### src/rtl/sar_oversampler_if.sv
// Result port of the SAR oversampler: averaged code, raw sum, sticky flags
// and the valid/ready pair towards the register or DMA layer.
//
// Handshake: the producer raises res_valid together with avg_data, sum_data
// and res_flags, and holds all of them stable until a rising clock edge where
// res_valid && res_ready are both high. That edge completes the transfer.
// res_ready may be held high permanently. res_valid never depends
// combinationally on res_ready.
interface sar_oversampler_if #(
   parameter int NSTEP    = 10,
   parameter int OSR_LOG2 = 2
);
   logic [NSTEP-1:0]          avg_data;
   logic [NSTEP+OSR_LOG2-1:0] sum_data;
   logic [2:0]                res_flags;
   logic                      res_valid;
   logic                      res_ready;

   modport master (
      output avg_data,
      output sum_data,
      output res_flags,
      output res_valid,
      input  res_ready
   );

   modport slave (
      input  avg_data,
      input  sum_data,
      input  res_flags,
      input  res_valid,
      output res_ready
   );
endinterface

### src/rtl/sar_oversampler.sv
// Conversion sequencer and accumulator behind the SAR ADC core. Requests
// 2**OSR_LOG2 conversions per burst, sums the codes and offers one averaged
// result on the result interface. Sticky flags record comparator errors,
// counter overflows and conversion timeouts seen during the burst.
// Optional build macro SAR_AVG_ROUND_EN: round-half-up the average, saturated
// to the code range; without it the average is truncated.
module sar_oversampler #(
   parameter int NSTEP    = 10,
   parameter int OSR_LOG2 = 2,
   parameter int TIMEOUT  = 255
) (
   input  logic             f100m_clk,
   input  logic             rst,
   input  logic             start,
   input  logic             continuous,
   output logic             busy,
   output logic             sar_soc,
   input  logic             sar_eoc,
   input  logic             sar_err,
   input  logic             sar_warn,
   input  logic [NSTEP-1:0] sar_code,
   sar_oversampler_if.master res,
   output logic [2:0]       state_dbg
);

   localparam int AW = NSTEP + OSR_LOG2;
   localparam int CW = OSR_LOG2 + 1;
   localparam logic [CW-1:0] NSAMP    = CW'(1 << OSR_LOG2);
   localparam logic [9:0]    TMO_LAST = 10'(TIMEOUT - 1);

   typedef enum logic [2:0] {
      S_IDLE    = 3'd0,
      S_REQ     = 3'd1,
      S_BUSY    = 3'd2,
      S_CAPTURE = 3'd3,
      S_OUT     = 3'd4
   } state_t;

   state_t            state_q, state_d;
   logic [AW-1:0]     acc_q, acc_d;
   logic [CW-1:0]     cnt_q, cnt_d;
   logic [9:0]        tmo_q, tmo_d;
   logic [2:0]        flags_q, flags_d;
   logic              eoc_q;
   logic [AW-1:0]     sum_q;
   logic [NSTEP-1:0]  avg_q;
   logic [NSTEP-1:0]  avg_calc;
   logic              valid_q;
   logic              accept;
   logic              load_out;

   assign accept   = valid_q & res.res_ready;
   assign load_out = (state_d == S_OUT) && (state_q != S_OUT);

   // Next-state, burst bookkeeping and sticky flag accumulation
   always_comb begin
      state_d = state_q;
      acc_d   = acc_q;
      cnt_d   = cnt_q;
      tmo_d   = tmo_q;
      flags_d = flags_q;
      if (state_q == S_REQ || state_q == S_BUSY || state_q == S_CAPTURE) begin
         flags_d[0] = flags_q[0] | sar_err;
         flags_d[1] = flags_q[1] | sar_warn;
      end
      case (state_q)
         S_IDLE: begin
            if (start) begin
               state_d = S_REQ;
               acc_d   = '0;
               cnt_d   = '0;
               tmo_d   = '0;
               flags_d = '0;
            end
         end
         S_REQ, S_BUSY: begin
            tmo_d = tmo_q + 10'd1;
            // This cycle is the TIMEOUT-th one spent waiting: give up on the
            // conversion and report the partial sum.
            if (tmo_q == TMO_LAST) begin
               state_d    = S_OUT;
               flags_d[2] = 1'b1;
            end else if (state_q == S_REQ && !sar_eoc) begin
               state_d = S_BUSY;
            end else if (state_q == S_BUSY && sar_eoc && !eoc_q) begin
               state_d = S_CAPTURE;
            end
         end
         S_CAPTURE: begin
            acc_d = acc_q + AW'(sar_code);
            cnt_d = cnt_q + CW'(1);
            if (cnt_d == NSAMP) begin
               state_d = S_OUT;
            end else begin
               state_d = S_REQ;
               tmo_d   = '0;
            end
         end
         S_OUT: begin
            if (accept) begin
               if (continuous) begin
                  state_d = S_REQ;
                  acc_d   = '0;
                  cnt_d   = '0;
                  tmo_d   = '0;
                  flags_d = '0;
               end else begin
                  state_d = S_IDLE;
               end
            end
         end
         default: state_d = S_IDLE;
      endcase
   end

   // Average of the accumulator value that is about to be latched
`ifdef SAR_AVG_ROUND_EN
   if (OSR_LOG2 == 0) begin : g_no_round
      assign avg_calc = acc_d[NSTEP-1:0];
   end else begin : g_round
      localparam logic [AW:0] HALF = (AW+1)'(1) << (OSR_LOG2 - 1);
      localparam logic [AW:0] MAXV = (AW+1)'((1 << NSTEP) - 1);
      logic [AW:0] rnd_sum;
      logic [AW:0] rnd_shift;
      assign rnd_sum   = {1'b0, acc_d} + HALF;
      assign rnd_shift = rnd_sum >> OSR_LOG2;
      assign avg_calc  = (rnd_shift > MAXV) ? {NSTEP{1'b1}} : rnd_shift[NSTEP-1:0];
   end
`else
   assign avg_calc = acc_d[AW-1:OSR_LOG2];
`endif

   // FSM state register and burst counters
   always_ff @(posedge f100m_clk or posedge rst) begin
      if (rst) begin
         state_q <= S_IDLE;
         acc_q   <= '0;
         cnt_q   <= '0;
         tmo_q   <= '0;
         flags_q <= '0;
         eoc_q   <= 1'b0;
      end else begin
         state_q <= state_d;
         acc_q   <= acc_d;
         cnt_q   <= cnt_d;
         tmo_q   <= tmo_d;
         flags_q <= flags_d;
         eoc_q   <= sar_eoc;
      end
   end

   // Conversion request is high exactly while the FSM sits in REQ
   always_ff @(posedge f100m_clk or posedge rst) begin
      if (rst) begin
         sar_soc <= 1'b0;
      end else begin
         sar_soc <= (state_d == S_REQ);
      end
   end

   // Result registers: loaded on OUT entry, held until accepted
   always_ff @(posedge f100m_clk or posedge rst) begin
      if (rst) begin
         sum_q   <= '0;
         avg_q   <= '0;
         valid_q <= 1'b0;
      end else if (load_out) begin
         sum_q   <= acc_d;
         avg_q   <= avg_calc;
         valid_q <= 1'b1;
      end else if (accept) begin
         valid_q <= 1'b0;
      end
   end

   assign busy          = (state_q != S_IDLE);
   assign state_dbg     = state_q;
   assign res.sum_data  = sum_q;
   assign res.avg_data  = avg_q;
   assign res.res_flags = flags_q;
   assign res.res_valid = valid_q;

endmodule

### src/flat_wrapper.sv
// flat-port wrapper written by rule: the top's interface ports become plain ports
module sar_oversampler_flat 
#(
   parameter int NSTEP    = 10,
   parameter int OSR_LOG2 = 2,
   parameter int TIMEOUT  = 255
)
  (f100m_clk, rst, start, continuous, busy, sar_soc, sar_eoc, sar_err, sar_warn, sar_code, state_dbg, res_avg_data, res_sum_data, res_res_flags, res_res_valid, res_res_ready);
  sar_oversampler_if #(.NSTEP(NSTEP), .OSR_LOG2(OSR_LOG2)) res_i ();
  input  logic f100m_clk;
  input  logic rst;
  input  logic start;
  input  logic continuous;
  output logic busy;
  output logic sar_soc;
  input  logic sar_eoc;
  input  logic sar_err;
  input  logic sar_warn;
  input  logic [NSTEP-1:0] sar_code;
  output logic [2:0] state_dbg;
  output wire logic [$bits(res_i.avg_data)-1:0] res_avg_data;
  output wire logic [$bits(res_i.sum_data)-1:0] res_sum_data;
  output wire logic [$bits(res_i.res_flags)-1:0] res_res_flags;
  output wire logic [$bits(res_i.res_valid)-1:0] res_res_valid;
  input wire logic [$bits(res_i.res_ready)-1:0] res_res_ready;
  assign res_avg_data = res_i.avg_data;
  assign res_sum_data = res_i.sum_data;
  assign res_res_flags = res_i.res_flags;
  assign res_res_valid = res_i.res_valid;
  assign res_i.res_ready = res_res_ready;
  sar_oversampler #(.NSTEP(NSTEP), .OSR_LOG2(OSR_LOG2), .TIMEOUT(TIMEOUT)) u_core (.f100m_clk(f100m_clk), .rst(rst), .start(start), .continuous(continuous), .busy(busy), .sar_soc(sar_soc), .sar_eoc(sar_eoc), .sar_err(sar_err), .sar_warn(sar_warn), .sar_code(sar_code), .res(res_i), .state_dbg(state_dbg));
endmodule
### config.mk
export PLATFORM = sky130hd
export DESIGN_NAME = sar_oversampler_flat
export DESIGN_NICKNAME = d
export VERILOG_FILES = /design/src/rtl/sar_oversampler_if.sv /design/src/rtl/sar_oversampler.sv /design/src/flat_wrapper.sv
export SDC_FILE = /design/constraint.sdc
export NUM_CORES = 1
export LEC_CHECK = 0
export ABC_CLOCK_PERIOD_IN_PS = 3900
export CORE_ASPECT_RATIO = 0.5
export CORE_MARGIN = 2
export CORE_UTILIZATION = 57
export DETAILED_ROUTE_END_ITERATION = 10
export PLACE_DENSITY = 0.86
export REMOVE_ABC_BUFFERS = 1
export SETUP_SLACK_MARGIN = 0.4
export SYNTH_ARGS = -nofsm -noshare
export SYNTH_HDL_FRONTEND = slang
export SYNTH_SLANG_ARGS = --single-unit
### constraint.sdc
create_clock -name f100m_clk -period 3.9 [get_ports f100m_clk]
set_input_delay 0.39 -clock f100m_clk [delete_from_list [all_inputs] [get_ports f100m_clk]]
set_output_delay 0.39 -clock f100m_clk [all_outputs]
set_load 0.05 [all_outputs]
==> results.yml <==
grt:
  antenna_found_initial: 0
  grt_pass1_wl_mm: 9.321
  grt_start_max_net_pins: 47
  first_global_vias: 1984
  grt_use_total_pct: 22.91
  grt_overflow: 0
critical_path:
  worstPathRequired_ps: 4090
  critPathMaxStageDelay_ps: 630
  worstPathCellList: "nand3b_1 > nand2_2 > a21oi_4 > nor2_1 > a21boi_1 > a211o_1"
  worstPathMaxFanout: 17
  worstReg2RegEnd: "u_core.sar_soc$_DFF_PP0_"
  rr_startpoint: "u_core.state_dbg[2]$_DFF_PP0_"
  cp_data_arrival_time_ps: 2830
  regToRegSetupSlack_ps: 1260
  cp-startpoint: "u_core.state_dbg[2]$_DFF_PP0_"
  path_class: "reg2reg"
  critPathLaunchType: "register"
  cp-end-kind: "register"
  ff2ff_path_depth: 6
  crit_slowest_cell: "dfrtp_1"
  cp-endpoint: "u_core.sar_soc$_DFF_PP0_"
layout:
  final.fill_count: 313
  area_growth_syn_to_layout_pct: 19.41
  multiInputGateArea_sq_um: 1364
  drive_gt1_share_pct: 10.03
  final_util_pct: 72.21
  diodes: 0
  seqCellArea_sq_um: 1151
  num-nets-final: 331
pwr:
  p_seq_share_pct: 33.7
  total_leakage_power_nw: 1.479
  switching_share_pct: 43.70
  p_int_mw: 1.156
  peakVddDrop_mv: 0.3638
  p_clk_share_pct: 17.4
  combPwrFrac_pct: 48.9
  power_per_cell_area_nw_per_um2: 636.7
  p_sw_uw: 897.4
synth:
  synth_top_area_share_pct: 42.61
  syn_area_per_cell_sq_um: 10.39
  yosysWarningCount: 0
  ys.flop_type: "dfrtp_1"
  synthCells: 260
  synth_top_area_cell: "dfrtp_1"
  yosys_register_bits: 46
  ys_top_cells_by_area: "dfrtp_1 (43%), ha_1 (6.5%), xor2_1 (4.2%), mux2_4 (3.9%), o21ai_0 (3.5%)"
  async_reset_ff_share_pct: 100.0
  synth_edf_count: 0
  synthDistinctLibCells: 61
  syn_area_sq_um: 2701
  ys_seq_area_share_pct: 42.61
floorplanning:
  dieArea_sq_um: 5339
  core_area_sq_um: 4467
  die-width_um: 101.4
  fp.dieH_um: 52.68
  row_count: 17
  initial_utilization_pct: 60.48
  design.portCount: 49
clocking:
  cts_setup_buffers: 0
  worstSkewPairLatency_ps: 300
  cts.sinks: 46
  cts_tree: "yes"
  htreeDepth: 2
  hold_buffers: 0
  cts-root-buf: "clkbuf_8"
  cts_made_buffers: 5
  cts_resized: 0
  clockBufferDepth: 2
  clkTransAtPathRegs_ps: 80
routing:
  drtPass1Iterations: 5
  vias: 2035
  dr.first_iter.drc_count: 72
  wl_per_cell_um: 16.01
  drtAntennaViolNets: 0
  drc: 0
  drt_wl_total_mm: 5.698
  vias_per_cell: 5.716
sta:
  tightest_slew_ps: 683.2
  fin_worst_skew_ps: 5.918
  fin_crit_sh_pct: 67.81
  maxSlewHeadroom_pct: 54.29
  slew_violations: 0
  hold_violations: 0
  worst_slack_ps: 1255
  fin_tns_setup_ps: 0
  period_needed_ps: 2645
  finalSetupViolations: 0
  fmax_mhz: 378.1
  holdWs_ps: 518.2
  grt_setup_unrepaired: "false"
worst_hold_path:
  hold_path.class: "reg2reg"
placed_design:
  place_ws_ps: 1123
  port_buffers: 48
  dp_hpwl_mm: 4.090
  gp_congestion: 0.9002
run:
  drv_cap: 0
outcome:
  status: "complete, no violations"
## power groups by stage
stage	Sequential [mW]	Clock, mW	Combinational (mW)
2_1_floorplan	0.809	0	0.602
3_3_place_gp	0.687	0	0.955
3_5_place_dp	0.698	0	0.994
4_1_cts	0.691	0.365	0.999
5_1_grt	0.710	0.381	1.09
6_report	0.691	0.358	1.00
## layout make-up
class | instances | area share, %
clock buffers | 6 | 2.250
flip-flops and latches | 46 | 35.69
repair buffers | 49 | 15.13
clock inverters | 2 | 1.164
inverters | 11 | 1.280
multi-input cells | 185 | 42.28
well taps | 57 | 2.211
## synth_stat cells, types with 2 or more instances
| cell | number |
|---|---|
| a211o_1 | 2 |
| a21o_1 | 4 |
| a21oi_1 | 8 |
| a22o_1 | 3 |
| a31oi_1 | 2 |
| and2_1 | 4 |
| and3_1 | 3 |
| and4_1 | 2 |
| buf_4 | 10 |
| buf_6 | 3 |
| clkbuf_1 | 3 |
| dfrtp_1 | 46 |
| ha_1 | 14 |
| inv_1 | 11 |
| mux2_2 | 2 |
| mux2_4 | 7 |
| nand2_1 | 20 |
| nand2b_1 | 5 |
| nand3_1 | 9 |
| nand4_1 | 3 |
| nor2_1 | 17 |
| nor2b_1 | 4 |
| nor3_1 | 3 |
| o211ai_1 | 2 |
| o21ai_0 | 19 |
| o21ai_1 | 3 |
| or3_1 | 3 |
| xnor2_1 | 3 |
| xor2_1 | 13 |
## critical path, delay by kind of cell, from the launching register on
| kind | cells | cell delay, ps |
|---|---|---|
| AO/OA/AOI/OAI | 3 | 960 |
| flip-flops | 1 | 630 |
| AND/OR/NAND/NOR | 3 | 960 |
## cells in the final DEF (no fill, tap or decap), types with 2 or more instances in the layout
cell type and instances:
inv_1 10, nor3_1 3, xnor2_1 3, ha_1 14
clkbuf_8 5, and4_1 2, and3_1 3, o21ai_0 19
mux2_4 7, a211o_1 2, a22o_1 3, mux2_2 2
nand3_1 9, a21o_1 4, o21ai_1 3, and2_1 4
nand4_1 3, a31oi_1 2, o211ai_1 2, nand2b_1 5
dfrtp_1 46, xor2_1 13, nor2b_1 4, or3_1 3
clkdlybuf4s50_1 48, a21oi_1 8, nand2_1 20, nor2_1 17
## flip-flops by register name (all words and copies together), names as in the netlist
signal                flops
u_core.sar_soc            1
u_core.res.sum_data       3
u_core.res.avg_data       9
u_core.res.res_flags      3
u_core.res.res_valid      1
u_core.tmo_q             10
u_core.state_dbg          3
u_core.acc_q             12
u_core.cnt_q              3
u_core.eoc_q              1
## worst min path at each step
stage	startpoint	endpoint	depth (start not counted)
after global routing	u_core.res.sum_data[0]$_DFFE_PP0P_	u_core.res.sum_data[0]$_DFFE_PP0P_	1
after global placement	u_core.res.res_flags[0]$_DFF_PP0_	u_core.res.res_flags[0]$_DFF_PP0_	2
final	u_core.res.res_flags[0]$_DFF_PP0_	u_core.res.res_flags[0]$_DFF_PP0_	2
after floorplan	sar_eoc	u_core.eoc_q$_DFF_PP0_	0
after detailed placement	u_core.res.sum_data[0]$_DFFE_PP0P_	u_core.res.sum_data[0]$_DFFE_PP0P_	1
after CTS	u_core.res.res_flags[0]$_DFF_PP0_	u_core.res.res_flags[0]$_DFF_PP0_	2
## per-layer routing
layer | vias to the layer above | wire length (um) | GRT usage, %
li1 | 979 | - | -
met2 | 59 | 2709 | 37.31
met3 | 6 | 337 | 4.533
met4 | 0 | 42 | 7.207
met1 | 991 | 2608 | 31.24
met5 | - | 0 | 0
## kinds of logic after synthesis
| logic type | share of synthesized area, % |
|---|---|
| buffers and inverters | 6.901 |
| AOI/OAI and AO/OA | 15.05 |
| DFF | 42.61 |
| muxes | 5.095 |
| xor gates and xnor gates | 5.188 |
| and+or+nand+nor | 17.93 |
| adders and majority gates | 7.226 |
## stage by stage
stage          cell area (sq um)  power (mW)  instances
3_3_place_gp                3115       1.641        348
2_1_floorplan               2556       1.410        242
3_5_place_dp                3115       1.692        348
6_report                    3226       2.054        356
4_1_cts                     3226       2.055        356
5_1_grt                     3226       2.177        356
Note: power is estimated with default switching activity, not from simulation.
==> edit 1, RTL diff (same flow settings) <==
`TIMEOUT` is set to 255 in 2 places; all go to 128.
--- a/src/rtl/sar_oversampler.sv
+++ b/src/rtl/sar_oversampler.sv
@@ -7,7 +7,7 @@
 module sar_oversampler #(
    parameter int NSTEP    = 10,
    parameter int OSR_LOG2 = 2,
-   parameter int TIMEOUT  = 255
+   parameter int TIMEOUT  = 128
 ) (
    input  logic             f100m_clk,
    input  logic             rst,
--- a/src/flat_wrapper.sv
+++ b/src/flat_wrapper.sv
@@ -3,7 +3,7 @@
 #(
    parameter int NSTEP    = 10,
    parameter int OSR_LOG2 = 2,
-   parameter int TIMEOUT  = 255
+   parameter int TIMEOUT  = 128
 )
   (f100m_clk, rst, start, continuous, busy, sar_soc, sar_eoc, sar_err, sar_warn, sar_code, state_dbg, res_avg_data, res_sum_data, res_res_flags, res_res_valid, res_res_ready);
   sar_oversampler_if #(.NSTEP(NSTEP), .OSR_LOG2(OSR_LOG2)) res_i ();
Behaviour: same outputs for any inputs over 10 cycles, from zero or initial values and one cycle with rst high; that may be too few to reach the edited logic, so the function may still have changed.
==> edit 1 against the original RTL <==
  * Design area shrank 5.0%
  * Critical endpoint is now u_core.res.avg_data[4]$_DFFE_PP0P_
  * Wire length shrank 7.7%
  * Synthesized area shrank 6.6%
  * Via count shrank 2.8%
  * Global-route usage shrank 0.28 points
  * Clock skew grew 0.00050 ns
  * Sequential cell count is the same
  * Sequential share of layout area grew 1.9 points
  * Critical path type is now in -> reg
  * Setup slack gained 0.036 ns
  * Hold slack lost 0.0060 ns
  * Non-clock buffer count is the same
  * Total power shrank 12%
  * Register-to-register slack gained 0.16 ns
==> edit 1: results (changes against the original RTL) <==
Final layout
  • Final std cells w/o fill: 347 (-2.5%)
  • Share of cells above drive strength 1: 8.966% (-1.1 points)

Logic synthesis
  • Synth Area in XOR/XNOR: 3.818% (-1.4 points)
  • Post-synthesis compound-gate area fraction: 16.71% (+1.7 points)
  • Post-synthesis sequential area ratio: 45.61% (+3.0 points)
  • Yosys cell types: 46 (-25%)
  • Post-synth top cells: dfrtp_1, nand2_1, o21ai_0
  • Post-Synth Adder-Cell Area: 7.238% (+0.013 points)
  • YS warnings: 0 (unchanged)
  • Mapped Avg Cell Area: 10.09 um^2 (-2.8%)
  • Mux cell area share after synthesis: 5.454% (+0.36 points)
  • Synth area leaders: dfrtp_1, ha_1, mux2_2, nand2_1, o21ai_0

Worst setup path
  • Worst EP arrival: 2.79 ns (-0.04 ns)
  • Max stage delay on crit path: 0.42 ns (-0.21 ns)
  • Delay-heaviest family, CP: compound AO/OA/AOI/OAI gates
  • CP max FO: 3 (-14)

Detailed routing
  • DRT iter0 DRCs: 88 (+22%)
  • Drt total wl: 5257 um (-7.7%)
  • DR WL met2: 2560 um (-5.5%)
  • WL met3: 233 um (-31%)

Timing
  • Slew @ Worst Pin: 0.6889 ns (+0.005759 ns)

Status
  • Outcome: finished, final reports clean

Pwr
  • Total internal power: 1.035 mW (-10%)
  • Max VDD drop: 276.7 uV (-24%)
  • Leakage power: 1.370 nW (-7.3%)

Clock network
  • Max clock buf depth: 2 (unchanged)

GRT
  • Global-route wire length before repair: 8873 um (-4.8%)

Place
  • DP Cell Count: 339 (-2.6%)
  • DP Wirelength: 3694 um (-9.7%)
  • GPL Wtd Cong: 0.8071 (-10%)
## edit 1: path summary, 6_finish.rpt
check,end,slack (ns),cells past startpoint,start
min,u_core.res.sum_data[0]$_DFFE_PP0P_,0.51,1,u_core.res.sum_data[0]$_DFFE_PP0P_
min in group asynchronous,u_core.acc_q[0]$_DFF_PP0_,0.55,3,rst
max reg2reg,u_core.res.avg_data[3]$_DFFE_PP0P_,1.42,4,u_core.state_dbg[2]$_DFF_PP0_
max,u_core.res.avg_data[4]$_DFFE_PP0P_,1.29,10,sar_code[0]
min reg2reg,u_core.res.sum_data[0]$_DFFE_PP0P_,0.51,1,u_core.res.sum_data[0]$_DFFE_PP0P_
max in group asynchronous,u_core.acc_q[3]$_DFF_PP0_,2.97,3,rst
## edit 1: metal layers
metal	global-route usage, %	up-vias
li1	-	960
met1	28.70	959
met2	39.50	52
met3	5.198	8
met4	6.944	0
met5	0	-
## edit 1: final cells by class
class | count | area (um^2) | share of cell area, %
multi-input cells | 180 | 1235 | 40.32
flip-flops and latches | 46 | 1151 | 37.58
clock inverters | 1 | 5.005 | 0.1634
clock buffers | 7 | 86.33 | 2.819
repair buffers | 49 | 488.0 | 15.93
inverters | 7 | 26.28 | 0.8578
well taps | 57 | 71.32 | 2.328
## edit 1: power groups by stage
stage               clock network (mW)  logic, mW  registers (mW)
floorplan                            0      0.494           0.760
global placement                     0      0.790           0.664
detailed placement                   0      0.823           0.672
CTS                              0.307      0.830           0.662
global route                     0.328      0.918           0.677
finish                           0.300      0.834           0.665
## edit 1: kinds of logic (layout without fill, tap and decap cells)
family / Yosys count / after routing
buffers and inverters: 24 / 64
AO/OA/AOI/OAI: 61 / 61
XOR/XNOR: 11 / 11
AND/OR/NAND/NOR: 82 / 82
adder cells (fa/ha/maj): 14 / 14
multiplexers: 12 / 12
flip-flops: 46 / 46
## edit 1: metrics by stage
step	setup WS, ns	cell area (um^2)	util, %
after floorplan	1.678	2412	-
after global placement	1.133	2972	68.82
after detailed placement	0.9999	2972	68.82
after CTS	1.315	3063	70.94
after global routing	1.127	3063	70.94
final	1.291	3063	70.94
==> edit 2, RTL diff (same settings) <==
Without the edit above. Put one more register stage on the output `state_dbg`, without a reset. The value now appears one clock later. The other outputs are not delayed to match.
--- a/src/rtl/sar_oversampler.sv
+++ b/src/rtl/sar_oversampler.sv
@@ -174,7 +174,9 @@
    end
 
    assign busy          = (state_q != S_IDLE);
-   assign state_dbg     = state_q;
+   always_ff @(posedge f100m_clk) begin
+      state_dbg <= state_q;
+   end
    assign res.sum_data  = sum_q;
    assign res.avg_data  = avg_q;
    assign res.res_flags = flags_q;
Behaviour: not the same (Yosys sat finds a counterexample within 4 cycles, from zero or initial values and one cycle with rst high).
==> edit 2 against the original RTL <==
  * Hold slack got worse by 0.0071 ns
  * Total power rose by 2.4%
  * Setup slack got worse by 0.069 ns
  * Sequential cell count increased by 3
  * Sequential power increased by 9.1%
  * Count of clock-buffer cells in the layout rose by 1
  * Critical path depth shrank 2
  * Synthesized area rose by 2.4%
  * Design area increased by 2.9%
  * Wire length grew 2.9%
  * Critical path type unchanged
==> edit 2: results (changes against the original RTL) <==
Logic synthesis
  • Mapped Avg Cell Area: 10.02 um^2 (-3.5%)
  • Yosys cell types: 54 (-11%)
  • Synth area leaders: dfrtp_1, ha_1, xor2_1, nand2_1, nor2_1
  • Post-synth top cells: dfrtp_1, nand2_1, nor2_1

Clock network
  • Clk pin slew, worst setup/hold paths: 0.09 ns

Worst setup path
  • Reg2reg start: u_core.state_q[2]$_DFF_PP0_
  • R2R Setup Slk: 1.19 ns (-0.07 ns)
  • R2R cell count: 4 (-2)
  • Worst EP arrival: 2.91 ns (+0.08 ns)

Hold path
  • WHS Endpoint: u_core.acc_q[3]$_DFF_PP0_
  • Hold Path Origin: u_core.acc_q[3]$_DFF_PP0_

Pwr
  • Leakage power: 1.474 nW (-0.34%)
  • Max VDD drop: 307.9 uV (-15%)

Final layout
  • Fill count: 316 (+0.96%)
  • Layout net count: 346 (+4.5%)
  • Share of cells above drive strength 1: 8.917% (-1.1 points)

Detailed routing
  • Drt total wl: 5861 um (+2.9%)
  • DRT iter0 DRCs: 116 (+61%)
  • Via Count: 2202 (+8.2%)
  • Post-DR wirelength/cell: 15.42 um (-3.6%)

Place
  • DP Wirelength: 4167 um (+1.9%)
  • DP Cell Count: 372 (+6.9%)
  • GPL Wtd Cong: 0.8172 (-9.2%)

Status
  • Outcome: finished, final reports clean

GRT
  • Global-route wire length before repair: 9908 um (+6.3%)
  • GRT Overall Usage: 24.10% (+1.2 points)

Timing
  • Slew @ Worst Pin: 0.8586 ns (+0.1755 ns)
  • Clock Skew: 0.007385 ns (+0.001467 ns)
[edit 2: cell types whose count changed in the layout (fill, tap and decap cells not counted), moves of 6 or more]
cell     unedited run  this run
a21oi_1             8        15
nand4_1             3         9
nor2_1             17        23
mux2_4              7         0
[edit 2: area by class of cell]
cell class                      count  area, um^2  area share [%]
Clock buffer                        7       96.34           2.903
Clock inverter                      1       5.005          0.1508
Inverter                            6       22.52          0.6787
Multi-Input combinational cell    201        1405           42.35
Sequential cell                    49        1211           36.50
Tap cell                           66       82.58           2.489
Timing Repair Buffer               50       495.5           14.93
[edit 2: power groups by stage]
stage          registers, mW  clock network (mW)  logic, mW
2_1_floorplan          0.880                   0      0.590
3_3_place_gp           0.747                   0      0.965
3_5_place_dp           0.762                   0       1.01
4_1_cts                0.752               0.333       1.02
5_1_grt                0.773               0.351       1.11
6_report               0.754               0.328       1.02
[edit 2: kinds of logic (layout without fill, tap and decap cells)]
group           after synthesis  count (layout)  synth area share (%)
mux                           9               9                 3.528
fa+ha+maj                    15              15                 7.056
compound gates               70              70                 18.36
simple gates                 96              96                 18.36
flops                        49              49                 43.78
xor+xnor                     11              11                 3.483
buf+inv                      26              64                 5.427
[edit 2: how the worst max path moves through the flow]
stage | endpoint | start | depth (start not counted)
after floorplan | u_core.res.avg_data[8]$_DFFE_PP0P_ | sar_code[0] | 8
after global placement | u_core.res.avg_data[8]$_DFFE_PP0P_ | sar_code[0] | 9
after detailed placement | u_core.res.avg_data[8]$_DFFE_PP0P_ | sar_code[0] | 9
after CTS | u_core.res.avg_data[3]$_DFFE_PP0P_ | u_core.state_q[2]$_DFF_PP0_ | 4
after global routing | u_core.res.avg_data[2]$_DFFE_PP0P_ | u_core.state_q[2]$_DFF_PP0_ | 4
final | u_core.res.avg_data[3]$_DFFE_PP0P_ | u_core.state_q[2]$_DFF_PP0_ | 4
[edit 2: metal layers]
metal,vias to the layer above,part of all wire [%],track usage (%)
li1,1061,-,-
met3,15,5.1,4.359
met5,-,0,0
met4,0,2.1,10.89
met2,67,51,41.72
met1,1059,42,29.93
[edit 2: stage by stage]
stage	setup WS, ns	power, mW	util (%)	instance area, um^2	hold slack, ns
detailed placement	1.004	1.769	71.00	3217	0.4927
CTS	1.202	2.105	73.24	3318	0.5140
global route	0.9699	2.237	73.24	3318	0.5390
finish	1.186	2.103	73.24	3318	0.5111
floorplan	1.611	1.471	-	2639	0.4214
global placement	1.047	1.712	71.00	3217	0.4856
[edit 2: worst max-delay path, cell delays in order, from the launching register on]
cell and delay, ns:
dfrtp_1 0.58, and3b_1 0.69, nand3_1 0.45, o21ai_2 0.45, mux2_2 0.41
